`src/rtl/fetch_pkg.sv`:
```
// Shared types and constants for the instruction-fetch front end.
package fetch_pkg;

    // Default fetch address after reset.
    localparam logic [31:0] DEFAULT_RESET_PC = 32'h6000_0000;

    // One fetched instruction together with the address it came from.
    typedef struct packed {
        logic [31:0] pc;
        logic [31:0] inst;
    } fetch_entry_t;

    // Force an address onto a 4-byte instruction boundary.
    function automatic logic [31:0] align_word(input logic [31:0] addr);
        return addr & 32'hFFFF_FFFC;
    endfunction

endpackage

```
`src/rtl/fetch_fifo.sv`:
```
// Synchronous FIFO with clear. Any depth >= 1 is supported; pointers wrap
// explicitly so the same block also serves as the small PC tag queue.
// Storage is not reset; only pointers and count are.
module fetch_fifo
    import fetch_pkg::*;
#(
    parameter int  DEPTH = 8,
    parameter type T     = fetch_entry_t
) (
    input  logic                       clk,
    input  logic                       rst,
    input  logic                       clear,
    input  logic                       push,
    input  T                           push_data,
    input  logic                       pop,
    output T                           head,
    output logic [$clog2(DEPTH+1)-1:0] count
);

    localparam int PTR_W = (DEPTH > 1) ? $clog2(DEPTH) : 1;
    localparam int CNT_W = $clog2(DEPTH + 1);

    T                 mem [DEPTH];
    logic [PTR_W-1:0] wr_ptr;
    logic [PTR_W-1:0] rd_ptr;
    logic             do_push;
    logic             do_pop;

    function automatic logic [PTR_W-1:0] ptr_inc(input logic [PTR_W-1:0] p);
        return (p == PTR_W'(DEPTH - 1)) ? '0 : p + 1'b1;
    endfunction

    // Qualify requests: never pop empty, push into a full FIFO only alongside a pop.
    always_comb begin
        do_pop  = pop && (count != '0);
        do_push = push && ((count != CNT_W'(DEPTH)) || do_pop);
    end

    // Pointer and occupancy bookkeeping; clear empties the FIFO in one cycle.
    always_ff @(posedge clk) begin
        if (rst || clear) begin
            wr_ptr <= '0;
            rd_ptr <= '0;
            count  <= '0;
        end else begin
            if (do_push) begin
                wr_ptr <= ptr_inc(wr_ptr);
            end
            if (do_pop) begin
                rd_ptr <= ptr_inc(rd_ptr);
            end
            case ({do_push, do_pop})
                2'b10:   count <= count + 1'b1;
                2'b01:   count <= count - 1'b1;
                default: count <= count;
            endcase
        end
    end

    // Data storage write port; a cleared cycle writes nothing.
    always_ff @(posedge clk) begin
        if (do_push && !clear) begin
            mem[wr_ptr] <= push_data;
        end
    end

    assign head = mem[rd_ptr];

endmodule

```
`src/rtl/fetch_queue.sv`:
```
// Instruction-fetch front end: keeps up to MAX_INFLIGHT reads outstanding to
// an in-order instruction memory, buffers returned (pc, inst) pairs, and
// discards responses that belong to requests made before a redirect.
module fetch_queue
    import fetch_pkg::*;
#(
    parameter logic [31:0] RESET_PC     = DEFAULT_RESET_PC,
    parameter int          QUEUE_DEPTH  = 8,
    parameter int          MAX_INFLIGHT = 2
) (
    input  logic                             clk,
    input  logic                             rst,
    input  logic                             flush,
    input  logic [31:0]                      flush_pc,
    output logic [31:0]                      imem_addr,
    output logic [3:0]                       imem_rmask,
    input  logic                             imem_resp,
    input  logic [31:0]                      imem_rdata,
    output logic                             out_valid,
    input  logic                             out_ready,
    output logic [31:0]                      out_inst,
    output logic [31:0]                      out_pc,
    output logic [$clog2(QUEUE_DEPTH+1)-1:0] occupancy
);

    localparam int OCC_W = $clog2(QUEUE_DEPTH + 1);
    localparam int INF_W = $clog2(MAX_INFLIGHT + 1);

    logic [31:0]      fetch_pc;
    logic [INF_W-1:0] inflight;
    logic [INF_W-1:0] drop_cnt;
    logic [OCC_W-1:0] count;
    logic [INF_W-1:0] tag_count;
    logic [31:0]      tag_pc;
    fetch_entry_t     head;
    fetch_entry_t     push_entry;
    logic [OCC_W:0]   credit_used;
    logic             issue;
    logic             resp_seen;
    logic             resp_keep;
    logic             tag_pop;
    logic             pop;

    // Issue and response qualification. Credits count every outstanding read,
    // stale ones included, so a kept response always finds a free slot.
    always_comb begin
        credit_used     = {1'b0, count} + (OCC_W + 1)'(inflight);
        issue           = !rst && !flush
                          && (inflight < INF_W'(MAX_INFLIGHT))
                          && (credit_used < (OCC_W + 1)'(QUEUE_DEPTH));
        resp_seen       = imem_resp && (inflight != '0);
        tag_pop         = resp_seen && (drop_cnt == '0);
        resp_keep       = tag_pop && !flush && (tag_count != '0);
        pop             = out_valid && out_ready && !flush;
        push_entry.pc   = tag_pc;
        push_entry.inst = imem_rdata;
    end

    // Fetch address: reset vector, redirect target, or sequential advance.
    always_ff @(posedge clk) begin
        if (rst) begin
            fetch_pc <= RESET_PC;
        end else if (flush) begin
            fetch_pc <= align_word(flush_pc);
        end else if (issue) begin
            fetch_pc <= fetch_pc + 32'd4;
        end
    end

    // Outstanding-read counter; tracks real memory traffic across redirects.
    always_ff @(posedge clk) begin
        if (rst) begin
            inflight <= '0;
        end else begin
            case ({issue, resp_seen})
                2'b10:   inflight <= inflight + 1'b1;
                2'b01:   inflight <= inflight - 1'b1;
                default: inflight <= inflight;
            endcase
        end
    end

    // Stale-response counter. On a redirect every read still outstanding after
    // this cycle is stale, which also covers back-to-back redirects.
    always_ff @(posedge clk) begin
        if (rst) begin
            drop_cnt <= '0;
        end else if (flush) begin
            drop_cnt <= inflight - INF_W'(resp_seen);
        end else if (resp_seen && (drop_cnt != '0)) begin
            drop_cnt <= drop_cnt - 1'b1;
        end
    end

    // PC of every live request, consumed in order by its response.
    fetch_fifo #(
        .DEPTH (MAX_INFLIGHT),
        .T     (logic [31:0])
    ) u_tag_q (
        .clk       (clk),
        .rst       (rst),
        .clear     (flush),
        .push      (issue),
        .push_data (fetch_pc),
        .pop       (tag_pop),
        .head      (tag_pc),
        .count     (tag_count)
    );

    // Decoded-side buffer of returned instructions.
    fetch_fifo #(
        .DEPTH (QUEUE_DEPTH),
        .T     (fetch_entry_t)
    ) u_inst_q (
        .clk       (clk),
        .rst       (rst),
        .clear     (flush),
        .push      (resp_keep),
        .push_data (push_entry),
        .pop       (pop),
        .head      (head),
        .count     (count)
    );

    assign imem_addr  = fetch_pc;
    assign imem_rmask = issue ? 4'hF : 4'h0;
    assign out_valid  = (count != '0);
    assign out_inst   = out_valid ? head.inst : 32'h0;
    assign out_pc     = out_valid ? head.pc : 32'h0;
    assign occupancy  = count;

endmodule
```
`config.mk`:
```
export PLATFORM = sky130hd
export DESIGN_NAME = fetch_queue
export DESIGN_NICKNAME = d
export VERILOG_FILES = /design/src/rtl/fetch_pkg.sv /design/src/rtl/fetch_fifo.sv /design/src/rtl/fetch_queue.sv
export SDC_FILE = /design/constraint.sdc
export NUM_CORES = 1
export LEC_CHECK = 0
export CAP_MARGIN = 30
export CORE_MARGIN = 5
export CORE_UTILIZATION = 40
export DETAILED_ROUTE_END_ITERATION = 7
export HOLD_SLACK_MARGIN = 0.03
export MAX_ROUTING_LAYER = met4
export PLACE_DENSITY = 0.64
export RECOVER_POWER = 50
export SLEW_MARGIN = 20
export SYNTH_ARGS = -nofsm -noshare
export SYNTH_HDL_FRONTEND = slang
export SYNTH_SLANG_ARGS = --single-unit
export TNS_END_PERCENT = 30
```
`constraint.sdc`:
```
create_clock -name clk -period 8.21 [get_ports clk]
set_input_delay 1.2315 -clock clk [delete_from_list [all_inputs] [get_ports clk]]
set_output_delay 1.2315 -clock clk [all_outputs]
set_load 0.03 [all_outputs]
```
==> flow_summary.ini, run 1 <==
[logic_synthesis]
netlist_area_mm2 = 0.0239
synthAdderAreaFrac_pct = 0.765
ys_warn_count = 0
muxShareOfSynthArea_pct = 16.2
ys_seq_area_share_pct = 74.3
yosys.area_share.simple_pct = 4.19
yosysUniqueCellTypes = 61
avgSynthCellArea_um2 = 19.1
synth_xor_area_share_pct = 0.514
synth_compound_area_share_pct = 2.23
async_flop_share_pct = 0
synth_ff_type = edfxtp_1
synth-edff-count = 556
ys_ff_latch = 608
synth_top_family_by_area = multiplexers
syn_inst = 1251

[setup_path]
crit_arrival_ns = 5.30
cp_data_required_time_ns = 6.98
cp_slowest_cell = clkbuf_1
startpoint_type = input port
crit_fanout = 35
crit_path_end_kind = output port
critPathTopFamily = buffers and inverters
slowest_delay_ns = 1.19
path_cells = dlygate4sd3_1 -> clkbuf_1 -> or2_0 -> or3_1 -> buf_4 -> clkinv_4 -> clkdlybuf4s50_1
worstSetupPathType = in2out
r2r_cells = 7
crit_cells = 7
worst-path-buf-inv = 5

[layout]
n_fill_cell = 4889
synthToLayoutAreaGrowth_pct = 19.4
drive_gt1_share_pct = 17.5
seq_area_mm2 = 0.0177
nets = 1532
stdcell_area_mm2 = 0.0285
multi_input_area_mm2 = 0.00576

[route]
wire_per_inst_um = 22.2
wirelength_mm = 50.4
drc = 0
wl_met1_mm = 22.2
via_per_inst = 5.31
antenna_left = 0
top_layer_used = met4
first_pass_iters = 5
dr_wl_met2_mm = 24.8
wl_met3_mm = 2.68
num_vias = 12000
drt-initial-drc-count = 888

[power_and_ir_drop]
clockPowerShare_pct = 41.4
p_leak_uw = 0.00883
power.internal_uw = 5010
p_sw_uw = 1320
power_density_mw_per_mm2 = 222
p_seq_share_pct = 54.8
switching_share_pct = 20.8
power_frac_comb_pct = 3.8
peakVddDrop_mv = 0.156

[floorplan]
io_pins = 174
initial_core_util_pct = 40.4
core-area_mm2 = 0.0590
die_w_um = 254
die_y_um = 254
die-area_mm2 = 0.0646
row_count = 89

[placement]
gp_congestion = 0.837
port_buffers = 167
dpl.hpwl_mm = 29.3
place_area_mm2 = 0.0266

[clock_tree]
post_cts_buffers = 0
cts_tree = built
cts_buffers = 60
root_buffer = clkbuf_16
clk_pin_slew_ns = 0.06
cts_buffer_depth = 3
cts_sinks = 608
postCtsResizedCells = 0
ctsHtreeMaxLevel = 2
clk_latency_ns = 0.63
cts_hold_buf = 0

[global_route]
antenna_found_initial = 2
overflow = 0
grt_pass1_wl_mm = 77.6
grt_pass1_vias = 12900
grt.total_usage_pct = 16.1
grt_max_degree = 64

[sta]
slew_viol_final = 48
fmax_ghz = 0.153
finalCritPeriodShare_pct = 79.6
fin_setup_tns_ns = 0
rsz0062_at_grt = no
relSlewSlack_pct = -9.59
skew_ns = 0.0241
setup_viol = 0
worst_slew_pin_slew_ns = 1.64
hold_viol = 0
period_needed_ns = 6.54

[run]
drv_cap = 2

[status]
outcome = finished with violations
violations = max-capacitance violations, max-slew violations

[worst_hold_path]
hold_depth = 2
hold_path_class = reg2reg
registers in the layout, summed over array words and instances (netlist names), 3 cells and up, named ones only:
signal           cells
u_inst_q.wr_ptr      3
imem_addr           30
u_inst_q.rd_ptr      3
u_inst_q.count       4
u_inst_q.mem       496
u_tag_q.mem         60
power groups by stage:
stage	logic [µW]	clock network (µW)	registers (µW)
global route	266	2830	3470
detailed placement	250	0	3530
global placement	243	0	3530
CTS	253	2690	3460
finish	242	2620	3460
floorplan	130	0	3530
metrics by stage:
stage | std cells | worst slack, ns | power, µW | hold WS [ns] | utilization [%]
floorplan | 1254 | 0.620 | 3660 | 0.468 | -
global placement | 2152 | 2.93 | 3770 | 0.485 | 44.8
detailed placement | 2159 | 2.92 | 3780 | 0.496 | 45.1
CTS | 2266 | 2.92 | 6410 | 0.513 | 48.3
global route | 2268 | 1.49 | 6560 | 0.560 | 48.3
finish | 2269 | 1.67 | 6320 | 0.508 | 48.3
cell type report:
type                    count  area share, %
well taps                 773           3.39
diodes                      2         0.0176
repair buffers            202           7.12
flip-flops and latches    608           62.3
multi-input cells         556           20.2
inverters                  21          0.294
clock buffers              79           5.70
clock inverters            28          0.975
final timing paths:
path / slack [ns] / end / startpoint
min: 0.51 / register / u_tag_q.rd_ptr$_SDFFE_PP0N_
min reg2reg: 0.51 / register / u_tag_q.rd_ptr$_SDFFE_PP0N_
max: 1.67 / imem_rmask[0] / rst
max reg2reg: 4.23 / u_inst_q.mem[4][56]$_DFFE_PP_ / inflight[1]$_SDFFE_PP0P_
worst min-delay path, stage by stage, from the launching register on:
cell and delay (ns):
dfxtp_1 0.32, xor2_1 0.08, nor2_1 0.07
placed cells by master, fill, tap and decap left out, types with 6 or more instances in the layout:
cell type        instances
buf_4                   22
mux4_2                 124
clkinv_1                 9
clkinv_2                 9
nand3_1                 10
clkbuf_16               61
xor2_1                   8
ha_1                    13
a31oi_1                 10
dfxtp_1                 49
nor2_1                 100
inv_1                   20
nand2_1                 38
nor3_1                   9
clkbuf_1                20
dlygate4sd3_1           63
mux2_1                  30
or3_1                    7
o21ai_0                 13
edfxtp_1               556
nand4_1                 12
xnor2_1                  6
mux2i_1                 67
a21oi_1                 30
clkdlybuf4s50_1        104
Yosys cell counts (7+ instances only):
cell	number	area [µm²]
or3_1	7	43.8
a21oi_1	30	150
xor2_1	8	70.1
edfxtp_1	556	16700
buf_4	9	67.6
clkbuf_1	38	143
o21ai_0	13	65.1
nor3_1	11	55.1
nand2_1	38	143
nor2_1	105	394
nand3_1	10	50.1
a31oi_1	10	62.6
ha_1	13	163
inv_1	20	75.1
mux4_2	124	2790
buf_2	8	40.0
mux2i_1	67	671
nand4_1	12	75.1
mux2_2	33	372
dfxtp_1	52	1040
buf_1	10	37.5
metal layers:
metal / GRT usage, % / vias up
met3: 3.08 / 71
met4: 3.16 / 0
met5: - / -
met1: 21.7 / 6249
met2: 26.2 / 317
li1: - / 5405
cell families after synthesis:
| group | after synthesis |
|---|---|
| other cells | 1 |
| fa+ha+maj | 14 |
| flops | 608 |
| mux | 226 |
| buf+inv | 90 |
| xor+xnor | 14 |
| simple gates | 214 |
| compound gates | 84 |
Note: power is estimated with default switching activity, not from simulation.
==> inputs of run 2 (changes only) <==
==> constraint.sdc (replaced) <==
create_clock -name clk -period 6.52 [get_ports clk]
set_input_delay 0.978 -clock clk [delete_from_list [all_inputs] [get_ports clk]]
set_output_delay 0.978 -clock clk [all_outputs]
set_load 0.03 [all_outputs]
==> run 2 against run 1 <==
Compared with the run above: the run still ends with max-capacitance violations, max-slew violations left; non-clock buffer count is 2 lower; final cell count about the same; global-route usage increased by 0.16 points; critical path depth unchanged; critical path type unchanged.
==> flow_summary.ini, run 2 (same netlist as run 1, synthesis figures left out) <==
[status]
outcome = finished with violations
violations = max-capacitance violations, max-slew violations

[clock_tree]
cts_sinks = 608
cts_buffers = 60
cts_tree = built
postCtsResizedCells = 0
cts_buffer_depth = 3
root_buffer = clkbuf_16
cts_hold_buf = 0
ctsHtreeMaxLevel = 2
clk_latency_ns = 0.60
post_cts_buffers = 0
clk_pin_slew_ns = 0.06

[layout]
final_common_cell = edfxtp_1
drive_gt1_share_pct = 17.4
seq_area_mm2 = 0.0177
nets = 1530
n_fill_cell = 4933
stdcell_area_mm2 = 0.0284
instances_no_fill = 2270
largest_reg_flops = 496
multi_input_area_mm2 = 0.00576
largest-register = u_inst_q.mem
final_cell_mix = edfxtp_1 (556), mux4_2 (124), nor2_1 (100)
synthToLayoutAreaGrowth_pct = 19.2

[route]
wire_per_inst_um = 22.7
num_vias = 12200
wirelength_mm = 51.5
drt-initial-drc-count = 820
via_per_inst = 5.37
antenna_left = 0
first_pass_iters = 5
drc = 0

[placement]
gp_congestion = 0.848
pre_cts_slack_ns = 1.70
port_buffers = 167
dpl.hpwl_mm = 29.5
dpl.cell_count = 2156
place_area_mm2 = 0.0266

[worst_hold_path]
hold_start = u_tag_q.rd_ptr$_SDFFE_PP0N_
hold_path_class = reg2reg
hold_depth = 2

[floorplan]
initial_core_util_pct = 40.4
die_y_um = 254
die_w_um = 254
core-area_mm2 = 0.0590
die-area_mm2 = 0.0646
io_pins = 174
row_count = 89

[setup_path]
crit_fanout = 35
reg2reg_from = inflight[1]$_SDFFE_PP0P_
crit_arrival_ns = 4.16
worstSetupPathType = in2out
r2r_setup_slack_ns = 2.77
reg2reg_to = u_inst_q.mem[5][23]$_DFFE_PP_
cp_data_required_time_ns = 5.54
startpoint_type = input port
crit_path_end_kind = output port
r2r_cells = 7

[sta]
hold_viol = 0
fmax_ghz = 0.195
fin_ws_ns = 1.38
rsz0062_at_grt = no
relSlewSlack_pct = -23.6
skew_ns = 0.0148
period_needed_ns = 5.14
fin_setup_tns_ns = 0
setup_viol = 0
finalCritPeriodShare_pct = 78.8
hold_slack_ns = 0.513
slew_viol_final = 31
worst_slew_pin_slew_ns = 1.85

[global_route]
grtUsageMet1_pct = 22.3
grt.met3_usage_pct = 2.79
grt_pass1_wl_mm = 78.1
grt_pass1_vias = 12800
grt_max_degree = 64
overflow = 0
grt.total_usage_pct = 16.3
top_usage_layer = met2
use_met2_pct = 26.1
antenna_found_initial = 1

[run]
drv_cap = 1

[power_and_ir_drop]
p_leak_uw = 0.00882
p_seq_share_pct = 54.4
switching_share_pct = 20.4
power.internal_uw = 6380
peakVddDrop_mv = 0.186
power_frac_comb_pct = 3.8
power_density_mw_per_mm2 = 282
clockPowerShare_pct = 41.8
p_sw_uw = 1630
[run 2: cell count changes in the layout (fill, tap and decap cells not counted), sizes merged]
cell / change
bufinv: +2
clkbuf: +1
dlygate4sd3: +5
clkdlybuf4s50: -5
buf: -2
diode: -1
clkinv: -1
clkinvlp: +2
[run 2: metal layers]
layer,part of all wire (%),vias to the layer above,routed length (µm)
li1,-,5414,-
met1,44,6367,22800
met2,49,349,25200
met3,5.1,60,2620
met4,1.7,0,892
met5,0,-,0
[run 2: final cells by class]
type,instances,share of cell area [%]
antenna,1,0.00880
clock buffer,80,5.76
clock inverter,31,0.972
inverter,21,0.295
multi-input combinational,556,20.3
sequential,608,62.4
tap,773,3.40
timing repair buffer,200,6.92
[run 2: per-stage QoR]
| stage | total power [µW] | utilization, % |
|---|---|---|
| CTS | 8110 | 48.3 |
| global route | 8290 | 48.2 |
| global placement | 4750 | 45.0 |
| floorplan | 4610 | - |
| detailed placement | 4760 | 45.0 |
| finish | 8020 | 48.2 |
[run 2: worst max-delay path, cell delays in order]
cell and delay [ns]:
dlygate4sd3_1 0.52, buf_4 0.36, or2_0 0.80, or3_1 0.22
buf_4 0.31, clkinv_4 0.27, clkdlybuf4s50_1 0.68
[run 2: worst max path at each step]
stage | start | to | slack [ns] | depth (start not counted)
2_1_floorplan | imem_resp | u_inst_q.mem[1][0]$_DFFE_PP_ | -0.47 | 5
3_3_place_gp | rst | imem_rmask[3] | 1.77 | 7
3_5_place_dp | rst | imem_rmask[0] | 1.70 | 7
4_1_cts | rst | imem_rmask[0] | 1.71 | 7
5_1_grt | rst | imem_rmask[0] | 1.14 | 7
6_report | rst | imem_rmask[0] | 1.38 | 7
[run 2: power by group through the flow]
stage	logic (µW)	registers, µW	clock network (µW)
finish	308	4360	3350
global route	336	4360	3590
CTS	322	4360	3430
detailed placement	320	4440	0
global placement	307	4440	0
floorplan	164	4450	0
